<file path="src/rtl/wbu_pkg.sv">
// Shared definitions for the write-back stage: load funct3 codes, FSM
// encoding and the holding-register layout used while a load is outstanding.
package wbu_pkg;

  localparam logic [2:0] F3_LB  = 3'b000;
  localparam logic [2:0] F3_LH  = 3'b001;
  localparam logic [2:0] F3_LW  = 3'b010;
  localparam logic [2:0] F3_LBU = 3'b100;
  localparam logic [2:0] F3_LHU = 3'b101;

  localparam logic [4:0] X0 = 5'd0;

  typedef enum logic {
    IDLE = 1'b0,
    WAIT = 1'b1
  } wb_state_t;

  // Destination and load-shape fields captured when a load has to wait.
  typedef struct packed {
    logic       wen;
    logic [4:0] addr;
    logic [2:0] funct3;
    logic [1:0] offset;
  } ld_hold_t;

endpackage

</file>
<file path="src/rtl/wbu_if.sv">
// Bundle between the memory-access stage / data memory and the write-back
// stage. master = upstream side, slave = wbu.
interface wbu_if;
  logic        i_rd_wen;
  logic [4:0]  i_rd_addr;
  logic        i_rd_mem;
  logic [2:0]  i_ld_funct3;
  logic [1:0]  i_ld_offset;
  logic [31:0] i_mem_data;
  logic        i_mem_rvalid;
  logic [31:0] i_alu_result;
  logic        o_rf_wen;
  logic [4:0]  o_rf_waddr;
  logic [31:0] o_rf_wdata;
  logic        o_stall;
  logic        o_fwd_valid;
  logic [4:0]  o_fwd_addr;
  logic [31:0] o_fwd_data;
  logic        o_ld_err;

  modport master (
    output i_rd_wen, i_rd_addr, i_rd_mem, i_ld_funct3, i_ld_offset,
           i_mem_data, i_mem_rvalid, i_alu_result,
    input  o_rf_wen, o_rf_waddr, o_rf_wdata, o_stall,
           o_fwd_valid, o_fwd_addr, o_fwd_data, o_ld_err
  );

  modport slave (
    input  i_rd_wen, i_rd_addr, i_rd_mem, i_ld_funct3, i_ld_offset,
           i_mem_data, i_mem_rvalid, i_alu_result,
    output o_rf_wen, o_rf_waddr, o_rf_wdata, o_stall,
           o_fwd_valid, o_fwd_addr, o_fwd_data, o_ld_err
  );
endinterface

</file>
<file path="src/rtl/wbu_ld_align.sv">
// Load data aligner: picks the addressed byte/halfword out of the raw word,
// extends it per funct3, and flags misaligned or illegal load types.
module wbu_ld_align
  import wbu_pkg::*;
(
  input  logic [2:0]  funct3_i,
  input  logic [1:0]  offset_i,
  input  logic [31:0] data_i,
  output logic [31:0] data_o,
  output logic        err_o
);

  logic [31:0] byte_sh, half_sh;
  logic [7:0]  b;
  logic [15:0] h;

  assign byte_sh = data_i >> {offset_i, 3'b000};
  assign half_sh = data_i >> {offset_i[1], 4'b0000};
  assign b       = byte_sh[7:0];
  assign h       = half_sh[15:0];

  // Extension select and alignment/legality check.
  always_comb begin
    data_o = data_i;
    err_o  = 1'b0;
    case (funct3_i)
      F3_LB:  data_o = {{24{b[7]}}, b};
      F3_LBU: data_o = {24'h0, b};
      F3_LH:  begin data_o = {{16{h[15]}}, h}; err_o = offset_i[0]; end
      F3_LHU: begin data_o = {16'h0, h};       err_o = offset_i[0]; end
      F3_LW:  err_o = (offset_i != 2'b00);
      default: err_o = 1'b1;
    endcase
  end

endmodule

</file>
<file path="src/rtl/wbu.sv">
// Write-back stage: retires ALU results and loads to the register file,
// stalls upstream while a load waits on memory, times out dead loads and
// keeps a one-cycle forwarding copy of the last write.
module wbu
  import wbu_pkg::*;
#(
  parameter int WAIT_MAX = 16,
  parameter int CNT_W    = 8
) (
  input  logic clk_sys,
  input  logic rst_sys,
  wbu_if.slave bus
);

  localparam logic [CNT_W-1:0] TMO = CNT_W'(WAIT_MAX - 1);

  wb_state_t        state_q, state_d;
  logic [CNT_W-1:0] cnt_q, cnt_d;
  ld_hold_t         hold_q, hold_d;
  logic             fwd_valid_q;
  logic [4:0]       fwd_addr_q;
  logic [31:0]      fwd_data_q;
  logic             ld_err_q;

  logic        rf_wen, stall, err_evt;
  logic [4:0]  rf_waddr;
  logic [31:0] rf_wdata;

  logic [2:0]  cur_f3;
  logic [1:0]  cur_off;
  logic [31:0] al_data;
  logic        al_err;

  // While waiting the load shape comes from the holding registers, since
  // upstream may present a different instruction on i_rd_*.
  assign cur_f3  = (state_q == WAIT) ? hold_q.funct3 : bus.i_ld_funct3;
  assign cur_off = (state_q == WAIT) ? hold_q.offset : bus.i_ld_offset;

  wbu_ld_align u_align (
    .funct3_i (cur_f3),
    .offset_i (cur_off),
    .data_i   (bus.i_mem_data),
    .data_o   (al_data),
    .err_o    (al_err)
  );

  // Next state, write port and stall; outputs are forced quiet in reset.
  always_comb begin
    state_d  = state_q;
    cnt_d    = cnt_q;
    hold_d   = hold_q;
    stall    = 1'b0;
    rf_wen   = 1'b0;
    rf_waddr = bus.i_rd_addr;
    rf_wdata = bus.i_alu_result;
    err_evt  = 1'b0;
    case (state_q)
      IDLE: begin
        if (!bus.i_rd_mem) begin
          rf_wen = bus.i_rd_wen && (bus.i_rd_addr != X0);
        end else if (bus.i_mem_rvalid) begin
          rf_wdata = al_data;
          rf_wen   = bus.i_rd_wen && (bus.i_rd_addr != X0) && !al_err;
          err_evt  = al_err;
        end else begin
          stall   = 1'b1;
          hold_d  = '{wen: bus.i_rd_wen, addr: bus.i_rd_addr,
                      funct3: bus.i_ld_funct3, offset: bus.i_ld_offset};
          cnt_d   = '0;
          state_d = WAIT;
        end
      end
      WAIT: begin
        rf_waddr = hold_q.addr;
        rf_wdata = al_data;
        if (bus.i_mem_rvalid) begin
          // rvalid on the timeout cycle still wins.
          rf_wen  = hold_q.wen && (hold_q.addr != X0) && !al_err;
          err_evt = al_err;
          state_d = IDLE;
        end else if (cnt_q == TMO) begin
          err_evt = 1'b1;
          state_d = IDLE;
        end else begin
          stall = 1'b1;
          cnt_d = cnt_q + CNT_W'(1);
        end
      end
      default: state_d = IDLE;
    endcase
    if (!rst_sys) begin
      rf_wen  = 1'b0;
      stall   = 1'b0;
      err_evt = 1'b0;
    end
  end

  // State, holding, forwarding and error-pulse registers.
  always_ff @(posedge clk_sys) begin
    if (!rst_sys) begin
      state_q     <= IDLE;
      cnt_q       <= '0;
      hold_q      <= '0;
      fwd_valid_q <= 1'b0;
      fwd_addr_q  <= '0;
      fwd_data_q  <= '0;
      ld_err_q    <= 1'b0;
    end else begin
      state_q     <= state_d;
      cnt_q       <= cnt_d;
      hold_q      <= hold_d;
      fwd_valid_q <= rf_wen;
      ld_err_q    <= err_evt;
      if (rf_wen) begin
        fwd_addr_q <= rf_waddr;
        fwd_data_q <= rf_wdata;
      end
    end
  end

  assign bus.o_rf_wen    = rf_wen;
  assign bus.o_rf_waddr  = rf_waddr;
  assign bus.o_rf_wdata  = rf_wdata;
  assign bus.o_stall     = stall;
  assign bus.o_fwd_valid = fwd_valid_q;
  assign bus.o_fwd_addr  = fwd_addr_q;
  assign bus.o_fwd_data  = fwd_data_q;
  assign bus.o_ld_err    = ld_err_q;

endmodule

</file>
<file path="src/flat_wrapper.sv">
// flat-port wrapper written by rule: the top's interface ports become plain ports
module wbu_flat import wbu_pkg::*;
#(
  parameter int WAIT_MAX = 16,
  parameter int CNT_W    = 8
)
  (clk_sys, rst_sys, bus_i_rd_wen, bus_i_rd_addr, bus_i_rd_mem, bus_i_ld_funct3, bus_i_ld_offset, bus_i_mem_data, bus_i_mem_rvalid, bus_i_alu_result, bus_o_rf_wen, bus_o_rf_waddr, bus_o_rf_wdata, bus_o_stall, bus_o_fwd_valid, bus_o_fwd_addr, bus_o_fwd_data, bus_o_ld_err);
  wbu_if bus_i ();
  input  logic clk_sys;
  input  logic rst_sys;
  input wire logic [$bits(bus_i.i_rd_wen)-1:0] bus_i_rd_wen;
  input wire logic [$bits(bus_i.i_rd_addr)-1:0] bus_i_rd_addr;
  input wire logic [$bits(bus_i.i_rd_mem)-1:0] bus_i_rd_mem;
  input wire logic [$bits(bus_i.i_ld_funct3)-1:0] bus_i_ld_funct3;
  input wire logic [$bits(bus_i.i_ld_offset)-1:0] bus_i_ld_offset;
  input wire logic [$bits(bus_i.i_mem_data)-1:0] bus_i_mem_data;
  input wire logic [$bits(bus_i.i_mem_rvalid)-1:0] bus_i_mem_rvalid;
  input wire logic [$bits(bus_i.i_alu_result)-1:0] bus_i_alu_result;
  output wire logic [$bits(bus_i.o_rf_wen)-1:0] bus_o_rf_wen;
  output wire logic [$bits(bus_i.o_rf_waddr)-1:0] bus_o_rf_waddr;
  output wire logic [$bits(bus_i.o_rf_wdata)-1:0] bus_o_rf_wdata;
  output wire logic [$bits(bus_i.o_stall)-1:0] bus_o_stall;
  output wire logic [$bits(bus_i.o_fwd_valid)-1:0] bus_o_fwd_valid;
  output wire logic [$bits(bus_i.o_fwd_addr)-1:0] bus_o_fwd_addr;
  output wire logic [$bits(bus_i.o_fwd_data)-1:0] bus_o_fwd_data;
  output wire logic [$bits(bus_i.o_ld_err)-1:0] bus_o_ld_err;
  assign bus_i.i_rd_wen = bus_i_rd_wen;
  assign bus_i.i_rd_addr = bus_i_rd_addr;
  assign bus_i.i_rd_mem = bus_i_rd_mem;
  assign bus_i.i_ld_funct3 = bus_i_ld_funct3;
  assign bus_i.i_ld_offset = bus_i_ld_offset;
  assign bus_i.i_mem_data = bus_i_mem_data;
  assign bus_i.i_mem_rvalid = bus_i_mem_rvalid;
  assign bus_i.i_alu_result = bus_i_alu_result;
  assign bus_o_rf_wen = bus_i.o_rf_wen;
  assign bus_o_rf_waddr = bus_i.o_rf_waddr;
  assign bus_o_rf_wdata = bus_i.o_rf_wdata;
  assign bus_o_stall = bus_i.o_stall;
  assign bus_o_fwd_valid = bus_i.o_fwd_valid;
  assign bus_o_fwd_addr = bus_i.o_fwd_addr;
  assign bus_o_fwd_data = bus_i.o_fwd_data;
  assign bus_o_ld_err = bus_i.o_ld_err;
  wbu #(.WAIT_MAX(WAIT_MAX), .CNT_W(CNT_W)) u_core (.clk_sys(clk_sys), .rst_sys(rst_sys), .bus(bus_i));
endmodule
</file>
<file path="config.mk">
export PLATFORM = sky130hd
export DESIGN_NAME = wbu_flat
export DESIGN_NICKNAME = d
export VERILOG_FILES = /design/src/rtl/wbu_pkg.sv /design/src/rtl/wbu_if.sv /design/src/rtl/wbu_ld_align.sv /design/src/rtl/wbu.sv /design/src/flat_wrapper.sv
export SDC_FILE = /design/constraint.sdc
export NUM_CORES = 1
export LEC_CHECK = 0
export ABC_AREA = 1
export CORE_ASPECT_RATIO = 1.2
export CORE_MARGIN = 3
export CORE_UTILIZATION = 41
export CTS_BUF_LIST = sky130_fd_sc_hd__clkbuf_4 sky130_fd_sc_hd__clkbuf_8
export DETAILED_ROUTE_END_ITERATION = 8
export PLACE_DENSITY = 0.81
export SETUP_SLACK_MARGIN = 0.5
export SYNTH_ARGS = -nofsm -noshare
export SYNTH_HDL_FRONTEND = slang
export SYNTH_HIERARCHICAL = 1
export SYNTH_SLANG_ARGS = --single-unit
</file>
<file path="constraint.sdc">
create_clock -name clk_sys -period 2.55 [get_ports clk_sys]
set_input_delay 0.51 -clock clk_sys [delete_from_list [all_inputs] [get_ports clk_sys]]
set_output_delay 0.51 -clock clk_sys [all_outputs]
set_load 0.005 [all_outputs]
</file>
==> flow_summary.rst <==
.. list-table::
   :header-rows: 1

   * - Metric
     - Value
   * - Floorplan row count
     - 38
   * - VDD IR max
     - 0.000346 V
   * - 1st-pass router iterations
     - 9
   * - Power Density
     - 479 nW/um^2
   * - Vias in the first global route
     - 5873
   * - Global routing usage summed across all routing layers
     - 35.1%
   * - Number of vias per cell
     - 6.64
   * - Max Fclk
     - 324 MHz
   * - Path class of the lowest-slack min-delay path
     - flop to flop
   * - Netlist cell types
     - 29
   * - Startpoint type of the worst setup path
     - flop
   * - Count of maximum capacitance violations
     - 0
   * - Largest fanout on the critical path
     - 6
   * - YS warnings
     - 6
   * - Area growth from synthesis to layout
     - 105%
   * - Share of final-layout standard cells stronger than drive strength 1
     - 39.5%
   * - Initial antenna violation count
     - 1
   * - Crit path kind
     - flop to primary output
   * - Flip-flop and latch count after synthesis
     - 59
   * - Final Cycle Share
     - 121%
   * - RePlAce Congestion
     - 0.953
   * - Number of remaining DRC errors
     - 92
   * - Buffer cell driving the clock tree root
     - sky130_fd_sc_hd__clkbuf_8
   * - Violations in the final reports
     - design-rule violations, negative setup slack
   * - Post-Route WL
     - 30100 microns
   * - Data arrival, critical path
     - 2580 ps
   * - PnR Total Power
     - 3.89 mW
   * - Placed cells
     - 983
   * - Commonest non-fill, non-tap cell in the layout
     - sky130_fd_sc_hd__nand2_1
   * - Layout filler cell count
     - 328
   * - Leakage power of the design
     - 3.95 nW
   * - Total clock buffers created by CTS
     - 9
   * - Dpl hpwl
     - 10800 microns
   * - Maximum clock path buffer count
     - 2
   * - Outcome
     - finished, violations left
   * - Worst path setup slack after routing
     - -540 ps
   * - Cell area after placement
     - 5940 sq um
   * - Die X-Extent
     - 95.6 microns
   * - CTS H-tree lvls
     - 3
   * - Fin Setup TNS
     - -12690 ps
   * - Final number of max-transition violations
     - 0
   * - Sinks on the clock net
     - 59
   * - Net Sw Power
     - 1.50 mW
   * - Flop pwr share
     - 26.7%
   * - Core region area
     - 9220 sq um
   * - Die Span Y
     - 114 microns
   * - Cts hold-fix bufs
     - 0
   * - Switching power as a share of total power
     - 38.7%
   * - Effective utilization at floorplan
     - 42.9%
   * - Register area share after synthesis
     - 29.9%
   * - Endpoints failing setup
     - 37
   * - Setup repair after global routing missed its margin
     - yes
   * - Average cell area after synthesis
     - 5.74 sq um
   * - Count of input and output buffers
     - 156
   * - Pin count of the biggest net entering global routing
     - 50
   * - Worst slew pin tran
     - 692 ps
   * - Clock Skew
     - 32.7 ps
   * - Clk_lat worst skew
     - 380 ps
   * - Final critical path time including I/O delays and setup
     - 3090 ps
   * - Synthesized netlist cell count
     - 688
   * - Sort of element at the end of the critical path
     - primary output
   * - Clock tree from TritonCTS
     - built
   * - Normalized max-slew margin
     - 53.9%
   * - Number of nets in the synthesized netlist
     - 768
   * - Initial DRC count
     - 1635
   * - Number of nets in the final layout
     - 1038
   * - Number of vias after detailed routing
     - 7194
   * - Global route overflow
     - 0
   * - Internal cell power
     - 2.38 mW
   * - Clk pin slew, worst setup/hold paths
     - 80 ps
   * - WP data required
     - 2040 ps
   * - Top library cells by usage in the layout, fill and taps aside
     - sky130_fd_sc_hd__nand2_1, sky130_fd_sc_hd__clkdlybuf4s50_1, sky130_fd_sc_hd__nor2_1
   * - Part of the power in the clock network
     - 27.4%
   * - Share of the core filled with cells in the final layout
     - 88.0%
   * - Full die area
     - 10900 sq um
   * - Post-synthesis cell area
     - 3950 sq um
   * - Number of placed I/O pins
     - 157
   * - Final hold vios
     - 0
   * - Number of routed nets with antenna violations
     - 0
   * - Filler-free cell count of the finished design
     - 1084
   * - Gate power share
     - 45.9%
   * - First-pass GRT wire length
     - 29400 microns
   * - Post-route cell area
     - 8120 sq um
   * - Wirelength per Cell
     - 27.8 microns
area by class of cell:
type                    instances  area (sq um)  area share (%)
repair buffers                298          3050            37.5
flip-flops and latches         59          1180            14.6
clock inverters                 6          88.8            1.09
clock buffers                  10           138            1.70
inverters                     101           403            4.96
diodes                          1          2.50          0.0308
well taps                     120           150            1.85
multi-input cells             489          3100            38.2
synthesized netlist by cell type:
library cell | count | area share [%]
sky130_fd_sc_hd__buf_1 | 2 | 0.19
sky130_fd_sc_hd__nand3b_1 | 1 | 0.19
sky130_fd_sc_hd__o21bai_1 | 1 | 0.19
sky130_fd_sc_hd__nand2_1 | 165 | 16
sky130_fd_sc_hd__or2_2 | 10 | 1.6
sky130_fd_sc_hd__a21oi_1 | 11 | 1.4
sky130_fd_sc_hd__nor2_1 | 126 | 12
sky130_fd_sc_hd__nor2_4 | 2 | 0.57
sky130_fd_sc_hd__nand4_1 | 4 | 0.63
sky130_fd_sc_hd__nand3_4 | 1 | 0.44
sky130_fd_sc_hd__o21ai_0 | 53 | 6.7
sky130_fd_sc_hd__o21ai_1 | 3 | 0.38
sky130_fd_sc_hd__nand2_2 | 2 | 0.32
sky130_fd_sc_hd__and2_4 | 1 | 0.22
sky130_fd_sc_hd__ha_1 | 1 | 0.32
sky130_fd_sc_hd__nor2b_2 | 1 | 0.22
sky130_fd_sc_hd__buf_2 | 16 | 2.0
sky130_fd_sc_hd__buf_4 | 5 | 0.95
sky130_fd_sc_hd__buf_6 | 5 | 1.4
sky130_fd_sc_hd__inv_1 | 96 | 9.1
sky130_fd_sc_hd__nor2_2 | 2 | 0.32
sky130_fd_sc_hd__nor2b_1 | 1 | 0.16
sky130_fd_sc_hd__nor3_1 | 1 | 0.13
sky130_fd_sc_hd__inv_2 | 5 | 0.47
sky130_fd_sc_hd__nand3_1 | 95 | 12
sky130_fd_sc_hd__o211ai_1 | 6 | 1.1
sky130_fd_sc_hd__clkbuf_1 | 12 | 1.1
sky130_fd_sc_hd__dfxtp_1 | 59 | 30
sky130_fd_sc_hd__a41oi_1 | 1 | 0.22
final timing paths:
| path | startpoint | to | slack (ps) | depth (start not counted) |
|---|---|---|---|---|
| worst min register to register | u_core/hold_q[6]$_SDFFE_PN0P_ | u_core/hold_q[6]$_SDFFE_PN0P_ | 500 | 2 |
| worst max register to register | u_core/state_q$_DFF_P_ | u_core/bus.o_fwd_data[4]$_SDFFE_PN0P_ | -90 | 18 |
| worst max-delay path | u_core/state_q$_DFF_P_ | bus_o_rf_wdata[7] | -540 | 14 |
| worst min-delay path | u_core/hold_q[6]$_SDFFE_PN0P_ | u_core/hold_q[6]$_SDFFE_PN0P_ | 500 | 2 |
critical path, stage by stage (launching register included):
cell and delay (ps):
sky130_fd_sc_hd__dfxtp_4 440, sky130_fd_sc_hd__inv_8 70, sky130_fd_sc_hd__nand2_4 80, sky130_fd_sc_hd__nand2_8 80
sky130_fd_sc_hd__inv_6 90, sky130_fd_sc_hd__nand2_2 80, sky130_fd_sc_hd__nand3_2 140, sky130_fd_sc_hd__nand2_2 180
sky130_fd_sc_hd__buf_4 200, sky130_fd_sc_hd__buf_4 130, sky130_fd_sc_hd__nand2_2 50, sky130_fd_sc_hd__nand3_2 60
sky130_fd_sc_hd__o21ai_2 220, sky130_fd_sc_hd__inv_1 200, sky130_fd_sc_hd__buf_2 180
kinds of logic after synthesis:
family / after synthesis / synth area share (%)
buffers and inverters: 141 / 15.3
AO/OA/AOI/OAI: 75 / 10.0
adder cells (fa/ha/maj): 1 / 0.317
flip-flops: 59 / 29.9
AND/OR/NAND/NOR: 412 / 44.4
stage by stage:
| step | hold WS [ps] | setup WS (ps) |
|---|---|---|
| detailed placement | 457 | -561 |
| floorplan | 448 | 399 |
| global route | 513 | -521 |
| CTS | 473 | -234 |
| global placement | 451 | -502 |
| finish | 497 | -540 |
sequential cells by signal, indices dropped and copies added, names as in the netlist:
signal,count
u_core/bus.o_fwd_data,32
u_core/cnt_q,8
u_core/bus.o_ld_err,1
u_core/bus.o_fwd_addr,5
u_core/bus.o_fwd_valid,1
u_core/hold_q,11
u_core/state_q,1
power by group through the flow:
stage | clock, mW | sequential, mW | combinational, mW
2_1_floorplan | 0 | 1.04 | 0.473
3_3_place_gp | 0 | 1.03 | 1.02
3_5_place_dp | 0 | 1.04 | 1.04
4_1_cts | 0.991 | 1.02 | 1.26
5_1_grt | 1.07 | 1.04 | 1.84
6_report | 1.06 | 1.04 | 1.79
metal layers:
layer	vias up	track usage, %	part of all wire, %
li1	2705	-	-
met1	3197	35.6	29
met2	879	59.4	41
met3	409	11.9	17
met4	4	24.4	12
met5	-	0	0.42
repair_timing:
item                                    CTS  global route
gates cloned                             11             5
resized for setup                       193           215
setup buffers                            30            38
endpoints found under the setup margin   77            84
pin swaps                                35            89
hold endpoints to repair                  0             0
(Power assumes the default switching activity.)
